===== config.mk =====
export PLATFORM = sky130hd
export DESIGN_NAME = store_narrow
export DESIGN_NICKNAME = d
export VERILOG_FILES = /design/src/rtl/store_narrow.sv
export SDC_FILE = /design/constraint.sdc
export NUM_CORES = 1
export LEC_CHECK = 0
export ABC_AREA = 1
export BUFFER_PORTS_ARGS = -buffer_cell sky130_fd_sc_hd__buf_2
export CAP_MARGIN = 20
export CORE_ASPECT_RATIO = 0.75
export CORE_UTILIZATION = 51
export DETAILED_ROUTE_END_ITERATION = 10
export GPL_ROUTABILITY_DRIVEN = 1
export PLACE_DENSITY = 0.86
export SLEW_MARGIN = 30
export SYNTH_ARGS = -nofsm -noshare
export SYNTH_HDL_FRONTEND = slang
export SYNTH_SLANG_ARGS = --single-unit

===== constraint.sdc =====
create_clock -name clk -period 3.25 [get_ports clk]
set_clock_uncertainty 0.2 [all_clocks]
set_input_delay 0.325 -clock clk [delete_from_list [all_inputs] [get_ports clk]]
set_output_delay 0.325 -clock clk [all_outputs]
set_load 0.05 [all_outputs]

===== src/rtl/store_narrow.sv =====
// ---------------------------------------------------------------------------
// store_narrow
// Store-side narrowing unit for the data-memory path. A 32-bit store request
// (byte / halfword / word) is checked for alignment, truncated to its access
// width and written little-endian onto a byte-wide memory port, one byte per
// acknowledged cycle.
//
// Ports:
//   clk          rising-edge clock
//   rst          asynchronous, active-high reset
//   i_req_valid  store request present
//   o_req_ready  unit can accept a request (high only while idle)
//   i_req_addr   byte address of the store
//   i_req_data   store data; only the low 8/16/32 bits are used
//   i_req_size   00 byte, 01 halfword, 10 word, 11 reserved (rejected)
//   o_mem_we     byte write request to memory
//   o_mem_addr   byte address of the current write
//   o_mem_wdata  byte being written
//   i_mem_ack    memory accepts the byte when o_mem_we && i_mem_ack
//   o_done       one-cycle pulse: store completed
//   o_misalign   one-cycle pulse: request rejected
//   o_busy       high whenever the unit is not idle
// ---------------------------------------------------------------------------
module store_narrow #(
   parameter int ADDR_W = 32
) (
   input  logic              clk,
   input  logic              rst,
   input  logic              i_req_valid,
   output logic              o_req_ready,
   input  logic [ADDR_W-1:0] i_req_addr,
   input  logic [31:0]       i_req_data,
   input  logic [1:0]        i_req_size,
   output logic              o_mem_we,
   output logic [ADDR_W-1:0] o_mem_addr,
   output logic [7:0]        o_mem_wdata,
   input  logic              i_mem_ack,
   output logic              o_done,
   output logic              o_misalign,
   output logic              o_busy
);

   typedef enum logic [1:0] {
      IDLE  = 2'd0,
      WRITE = 2'd1,
      DONE  = 2'd2,
      ERR   = 2'd3
   } state_t;

   state_t              r_state;
   logic [ADDR_W-1:0]   r_baseAddr;
   logic [31:0]         r_data;
   logic [1:0]          r_lastIdx;
   logic [1:0]          r_idx;

   logic                r_reqReady;
   logic                r_memWe;
   logic [ADDR_W-1:0]   r_memAddr;
   logic [7:0]          r_memWdata;
   logic                r_done;
   logic                r_misalign;
   logic                r_busy;

   logic                w_accept;
   logic                w_illegal;
   logic [1:0]          w_lastReq;
   logic [1:0]          w_idxNext;
   logic [ADDR_W-1:0]   w_addrNext;
   logic [7:0]          w_byteNext;

   // Picks byte lane idx out of a 32-bit word, little-endian.
   function automatic logic [7:0] selectByte(input logic [31:0] data,
                                             input logic [1:0]  idx);
      logic [7:0] sel;
      case (idx)
         2'd0:    sel = data[7:0];
         2'd1:    sel = data[15:8];
         2'd2:    sel = data[23:16];
         default: sel = data[31:24];
      endcase
      return sel;
   endfunction

   // Request classification. Only the address bits below the access width
   // matter for alignment; data bits above the width are never inspected.
   // The reserved size code is treated as illegal regardless of address.
   always_comb begin
      w_accept  = i_req_valid && r_reqReady;
      w_illegal = 1'b0;
      w_lastReq = 2'd0;
      case (i_req_size)
         2'b00: begin
            w_lastReq = 2'd0;
         end
         2'b01: begin
            w_lastReq = 2'd1;
            w_illegal = i_req_addr[0];
         end
         2'b10: begin
            w_lastReq = 2'd3;
            w_illegal = (i_req_addr[1:0] != 2'b00);
         end
         default: begin
            w_illegal = 1'b1;
         end
      endcase
   end

   // Address and data for the byte following the current one. Aligned
   // accesses never cross a word, so a plain modulo-2^ADDR_W add suffices.
   always_comb begin
      w_idxNext  = r_idx + 2'd1;
      w_addrNext = r_baseAddr + {{(ADDR_W-2){1'b0}}, w_idxNext};
      w_byteNext = selectByte(r_data, w_idxNext);
   end

   // Main controller. All outputs are registered and updated together with
   // the state so that o_mem_we, o_done and o_misalign can never overlap.
   // Reset clears everything at once, which also aborts an in-flight store
   // without a done pulse. In WRITE without an ack nothing changes, so the
   // memory sees a stable address and byte until it accepts.
   always_ff @(posedge clk or posedge rst) begin
      if (rst) begin
         r_state    <= IDLE;
         r_baseAddr <= '0;
         r_data     <= '0;
         r_lastIdx  <= 2'd0;
         r_idx      <= 2'd0;
         r_reqReady <= 1'b1;
         r_memWe    <= 1'b0;
         r_memAddr  <= '0;
         r_memWdata <= '0;
         r_done     <= 1'b0;
         r_misalign <= 1'b0;
         r_busy     <= 1'b0;
      end else begin
         case (r_state)
            IDLE: begin
               if (w_accept) begin
                  r_reqReady <= 1'b0;
                  r_busy     <= 1'b1;
                  if (w_illegal) begin
                     r_state    <= ERR;
                     r_misalign <= 1'b1;
                  end else begin
                     r_state    <= WRITE;
                     r_baseAddr <= i_req_addr;
                     r_data     <= i_req_data;
                     r_lastIdx  <= w_lastReq;
                     r_idx      <= 2'd0;
                     r_memWe    <= 1'b1;
                     r_memAddr  <= i_req_addr;
                     r_memWdata <= i_req_data[7:0];
                  end
               end
            end

            WRITE: begin
               if (i_mem_ack) begin
                  if (r_idx == r_lastIdx) begin
                     r_state <= DONE;
                     r_memWe <= 1'b0;
                     r_done  <= 1'b1;
                  end else begin
                     r_idx      <= w_idxNext;
                     r_memAddr  <= w_addrNext;
                     r_memWdata <= w_byteNext;
                  end
               end
            end

            DONE: begin
               r_state    <= IDLE;
               r_done     <= 1'b0;
               r_busy     <= 1'b0;
               r_reqReady <= 1'b1;
            end

            ERR: begin
               r_state    <= IDLE;
               r_misalign <= 1'b0;
               r_busy     <= 1'b0;
               r_reqReady <= 1'b1;
            end

            default: begin
               r_state    <= IDLE;
               r_memWe    <= 1'b0;
               r_done     <= 1'b0;
               r_misalign <= 1'b0;
               r_busy     <= 1'b0;
               r_reqReady <= 1'b1;
            end
         endcase
      end
   end

   assign o_req_ready = r_reqReady;
   assign o_mem_we    = r_memWe;
   assign o_mem_addr  = r_memAddr;
   assign o_mem_wdata = r_memWdata;
   assign o_done      = r_done;
   assign o_misalign  = r_misalign;
   assign o_busy      = r_busy;

endmodule


; After elaboration in Yosys (flattened, before gate mapping)
; Index checks and enable logic that the tools add are counted.
[op_classes]
addsub = 2
eq_ne = 14
muxes = 38
bitwise = 1
n_reduce_logical = 17
[ops]
columns = op, count
row1 = two-way mux 32 bit, 4
row2 = one-hot mux 32 bit (2 select lines), 1
row3 = adder 32 x 2 -> 32 bit, 1
row4 = two-way mux 8 bit, 4
row5 = one-hot mux 8 bit (3 select lines), 1
row6 = two-way mux 2 bit, 8
row7 = one-hot mux 8 bit (2 select lines), 1
row8 = "inequality test 2 bit, second input constant", 6
row9 = AND reduction 3 bit, 4
row10 = two-way mux 1 bit, 10
row11 = one-hot mux 1 bit (2 select lines), 5
row12 = AND reduction 5 bit, 2
row13 = nonzero test 2 bit, 5
row14 = "equality test 2 bit, second input constant", 4
row15 = one-hot mux 2 bit (2 select lines), 2
row16 = "equality test 2 x 1 -> 1 bit, second input constant", 3
row17 = logical NOT 2 bit, 3
row18 = one-hot mux 2 bit (3 select lines), 1
row19 = one-hot mux 1 bit (3 select lines), 1
row20 = "adder 2 x 1 -> 2 bit, second input constant", 1
row21 = equality test 2 bit, 1
row22 = AND reduction 2 bit, 1
row23 = OR reduction 2 bit, 1
row24 = logical AND 1 bit, 1
row25 = NOT 1 bit, 1
[word_totals]
ff_bits = 115
output_inout_bits = 45
elab_cells = 84

; Logic depth before layout (Yosys ltp)
[depth]
word_depth = 6
depth_mapped = 12
ltp_nobuf = 12

; Worst setup path before layout
; OpenSTA, ideal clock, no wires.
[synth_timing]
kind = reg-to-reg
from = register r_idx[0]
to = register r_memAddr[8] (netlist: o_mem_addr[8])
setup_ns = 0.123
t_arrival_ns = 1.876
t_required_ns = 2.927
slack_ns = 1.051
stages_incl_launch_ff = 12
n_path_buf = 0
synth_period_minus_slack_ns = 2.199
cell_sequence = dfrtp_1 -> inv_1 -> ha_1 -> fa_1 -> inv_1 -> nor2_2 -> nand2_1 -> inv_2 -> nor2_1 -> nor2_1 -> o21ai_0 -> nand2_1
[synth_via]
elab_chain_cells = 5
elab_cells_between_ends = 8
classes_between = 2 x add/sub / 2 x eq/ne / 3 x mux / 1 x reduce/logical
[synth_lines]
columns = element, line
row1 = from (decl), 54  ; logic [1:0] r_idx;
row2 = from (signal assigned), 165  ; r_idx <= w_idxNext;
row3 = adder 2 x 1 -> 2 bit, 112  ; w_idxNext = r_idx + 2'd1;
row4 = adder 32 x 2 -> 32 bit, 113  ; w_addrNext = r_baseAddr + {{(ADDR_W-2){1'b0}}, w_idxNext};
row5 = two-way mux 32 bit, 160  ; if (r_idx == r_lastIdx) begin
row6 = two-way mux 32 bit, 159  ; if (i_mem_ack) begin
row7 = one-hot mux 32 bit (2 select lines), 137  ; case (r_state)
row8 = to (signal assigned), 152  ; r_memAddr <= i_req_addr;
row9 = to (signal assigned), 166  ; r_memAddr <= w_addrNext;
row10 = to (decl), 58  ; logic [ADDR_W-1:0] r_memAddr;
; Several ways; a longest one is shown, not always the timed one. The select of a mux whose other input is x is not followed.
; A chain may end at the register's enable or synchronous reset.

; Worst setup path in the final report
[layout_timing]
from = register r_idx[0]
to = register r_memAddr[30] (netlist: o_mem_addr[30])
; Same word-level chain as after synthesis.

==> results by group <==
Status
  – Status: finished, final reports clean

Timing
  – Part of the cycle the worst path needs: between 80% and 90%
  – TNS Setup: 0 ps
  – Slew Viols, Final: 0
  – Worst rel slew slack: 47.2%
  – Final Hold Vio Count: 0
  – Setup Viol. Count Final: 0
  – Hold_ws: between 0.1 and 0.15 ps
  – Fmax: between 0.3 and 0.4 GHz
  – Slew @ Worst Pin: between 700 and 800 ps
  – Tmin final: around 2800 ps
  – RSZ-0062 raised after global routing: no

Power and ir drop
  – Pwr Total: roughly 8.4 mW
  – Sw Share: a little under half
  – P_int: around 4.4 mW
  – Sw Pwr: around 4.0 mW
  – Clk pwr share: roughly 22%
  – Power Dens Cells: 1070 nW/um^2
  – Worst VDD drop: 0.658 mV
  – Combinational Power Share: between 40% and 50%
  – Leak Pwr: 4.19 nW
  – Reg power frac: 31.7%

Critical path
  – Critical path origin: r_idx[0]$_DFFE_PP0P_
  – R2r startpoint: r_idx[0]$_DFFE_PP0P_
  – CP Data Required Time: ~3400 ps
  – Setup crit end: o_mem_addr[30]$_DFFE_PP0P_
  – Max FO, Critical Path: 7
  – Type of the worst setup path: reg -> reg
  – Arr. time, crit path: roughly 2900 ps
  – R2R setup slack: 470 ps
  – Startpoint types: flip-flop
  – Reg2Reg Depth: 12
  – Worst reg2reg endpoint: o_mem_addr[30]$_DFFE_PP0P_
  – CP endpoint kind: flip-flop

Place
  – Placed Cells: around 1,100
  – Hpwl dp: between 10,000 and 15,000 um
  – Port-buffer cells: about 110
  – RD Place Congestion: 0.935

Die
  – Core footprint: 11,700 sq um
  – Initial Util: approximately 53%
  – # IOs: around 120
  – Chip height: slightly below 100 um
  – Die width: 129 um
  – FP Rows: 34
  – DIE AREA: between 10,000 and 15,000 sq um

Clock tree
  – H-tree depth: 4
  – Total CTS buffers: 17
  – Clock sinks: 115
  – Worst-path clk slew: ~50 ps
  – CTS resizes: 0
  – Max clock buf depth: 2
  – Worst-skew pair later-pin latency: 420 ps
  – TritonCTS clock tree: done
  – Root Driver: clkbuf_16
  – Postcts setup bufs: 0

Logic synthesis
  – Net Count, Synth: 946
  – Post-synth top area cell: dfrtp_1
  – Cells after Synth: roughly 870
  – Area of the mapped netlist: around 6100 sq um
  – #FFs+latches synth: approximately 120
  – Sequential area share after synthesis: 46.9%
  – Ranking of synthesized cells by area: dfrtp_1 (47%), nand2_1 (21%), nor2_1 (8.0%)
  – Synth cell types: 27
  – Post-synth top area share: 46.5%
  – Avg Synthesized Cell Area: 7.08 sq um
  – YS warnings: 0

Detailed routing
  – Routed WL: around 18,000 um
  – Initial DRT Pass Iterations: 5
  – Vias: about 6,200
  – Routed len/inst: approximately 15 um
  – Final ANT Viol Nets: 0
  – Via density: roughly 5.2
  – DRC Markers: 0
  – Initial DRC Count: slightly above 700

Layout
  – Fillcell total: between 900 and 1,000
  – Nets: ~1,100
  – Share of cells above drive strength 1: around 16%
  – Most common cell after layout, fill and taps aside: nand2_1
  – Area growth syn-to-layout: 27.8%
  – Fin util: around 67%
  – Reg area: between 2000 and 3000 sq um
  – # diodes: 0
  – Footprint of the multi-input gates: ~2800 sq um
  – Post-route insts no fill: around 1,200
  – Most frequent cells in the layout: nand2_1 (334), nor2_1 (130), buf_2 (114), dfrtp_1 (114), nand3_1 (79)

Global routing
  – Tot GR Track Use: ~31%
  – Overflow after GRT: 0
  – Global-route wire length before repair: about 30,000 um
  – Vias in the first global route: approximately 6,000
  – Initial antenna violation count: 0
  – Largest net degree at the start of global routing: 42

Job
  – Max cap viols: 0

Hold path
  – Worst Hold Class: in -> reg
-- how the worst min path moves through the flow --
stage / start / endpoint / cells after the start
finish: i_req_addr[28] / r_baseAddr[28]$_DFFE_PP0P_ / 3
CTS: i_req_addr[23] / r_baseAddr[23]$_DFFE_PP0P_ / 3
global placement: r_data[19]$_DFFE_PP0P_ / r_data[19]$_DFFE_PP0P_ / 2
detailed placement: r_data[14]$_DFFE_PP0P_ / r_data[14]$_DFFE_PP0P_ / 2
global route: i_req_addr[12] / r_baseAddr[12]$_DFFE_PP0P_ / 3
floorplan: r_data[10]$_DFFE_PP0P_ / r_data[10]$_DFFE_PP0P_ / 2
-- sequential cells by signal (all words and copies together) (netlist names) --
signal / flops
o_busy: 1
r_idx: 2
r_state: 2
r_data: 32
o_mem_we: 1
r_lastIdx: 2
o_misalign: 1
o_done: 1
o_mem_addr: 32
o_mem_wdata: 8
o_req_ready: 1
r_baseAddr: 32
-- layout make-up --
type | instances | area share (%)
flip-flops and latches | 115 | 36.7
inverters | 63 | 3.07
multi-input cells | 649 | 36.1
well taps | 162 | 2.59
clock buffers | 25 | 6.32
repair buffers | 168 | 14.3
clock inverters | 5 | 0.958
-- Yosys cell counts, drive strengths merged --
library cell / instances
a21boi: 1
a21o: 1
a21oi: 35
a22oi: 1
buf: 26
clkbuf: 13
dfrtp: 114
dfstp: 1
fa: 1
ha: 9
inv: 63
nand2: 336
nand3: 79
nand4: 2
nor2: 133
nor3: 1
o21ai: 33
o21bai: 1
o22ai: 7
o31ai: 1
xnor2: 3
xor2: 5
-- per-layer routing --
layer  share of wire, %  track usage, %  vias up
li1                   -               -     3010
met1                 45            46.4     2829
met2                 41            43.7      328
met3                 11            7.30       50
met4                3.0            13.2        0
met5                  0               0        -
-- kinds of logic (layout without fill, tap and decap cells) --
kind of cell               Yosys count  in the layout  synth area share, %
and+or+nand+nor                    551            551                 35.6
adders and majority gates           10             10                 2.16
AOI/OAI and AO/OA                   80             80                 6.87
DFF                                115            115                 46.9
xor gates and xnor gates             8              8                 1.14
buffers and inverters              102            261                 7.24
-- worst max-delay path, stage by stage (launching register included) --
cell     delay (ps)
dfrtp_1         470
inv_1           130
ha_1            390
fa_1            270
inv_1            80
nor2_2          330
nand2_1         110
nor2_1          300
nand2_1          90
nand2_1          70
nand3_1          80
nand2_1          90
nand2_1          50
-- power groups by stage --
stage / Combinational [mW] / Sequential (mW) / Clock [mW]
floorplan: 2.07 / 3.43 / 0
global placement: 3.69 / 2.62 / 0
detailed placement: 3.78 / 2.62 / 0
CTS: 3.85 / 2.62 / 1.84
global route: 4.30 / 2.72 / 1.91
finish: 3.88 / 2.65 / 1.83
-- repair_timing --
action / in CTS / in global routing
endpoints found under the hold margin: 71 / 0
setup endpoints to repair: 0 / 0
hold buffers: 42 / 0
-- stage by stage --
step                      setup WS (ps)  instance area (sq um)
final                               473                   7840
after global routing                286                   7840
after CTS                           544                   7840
after detailed placement            628                   6850
after global placement              727                   6850
after floorplan                    1050                   6140
Note: power is estimated with default switching activity, not from simulation.
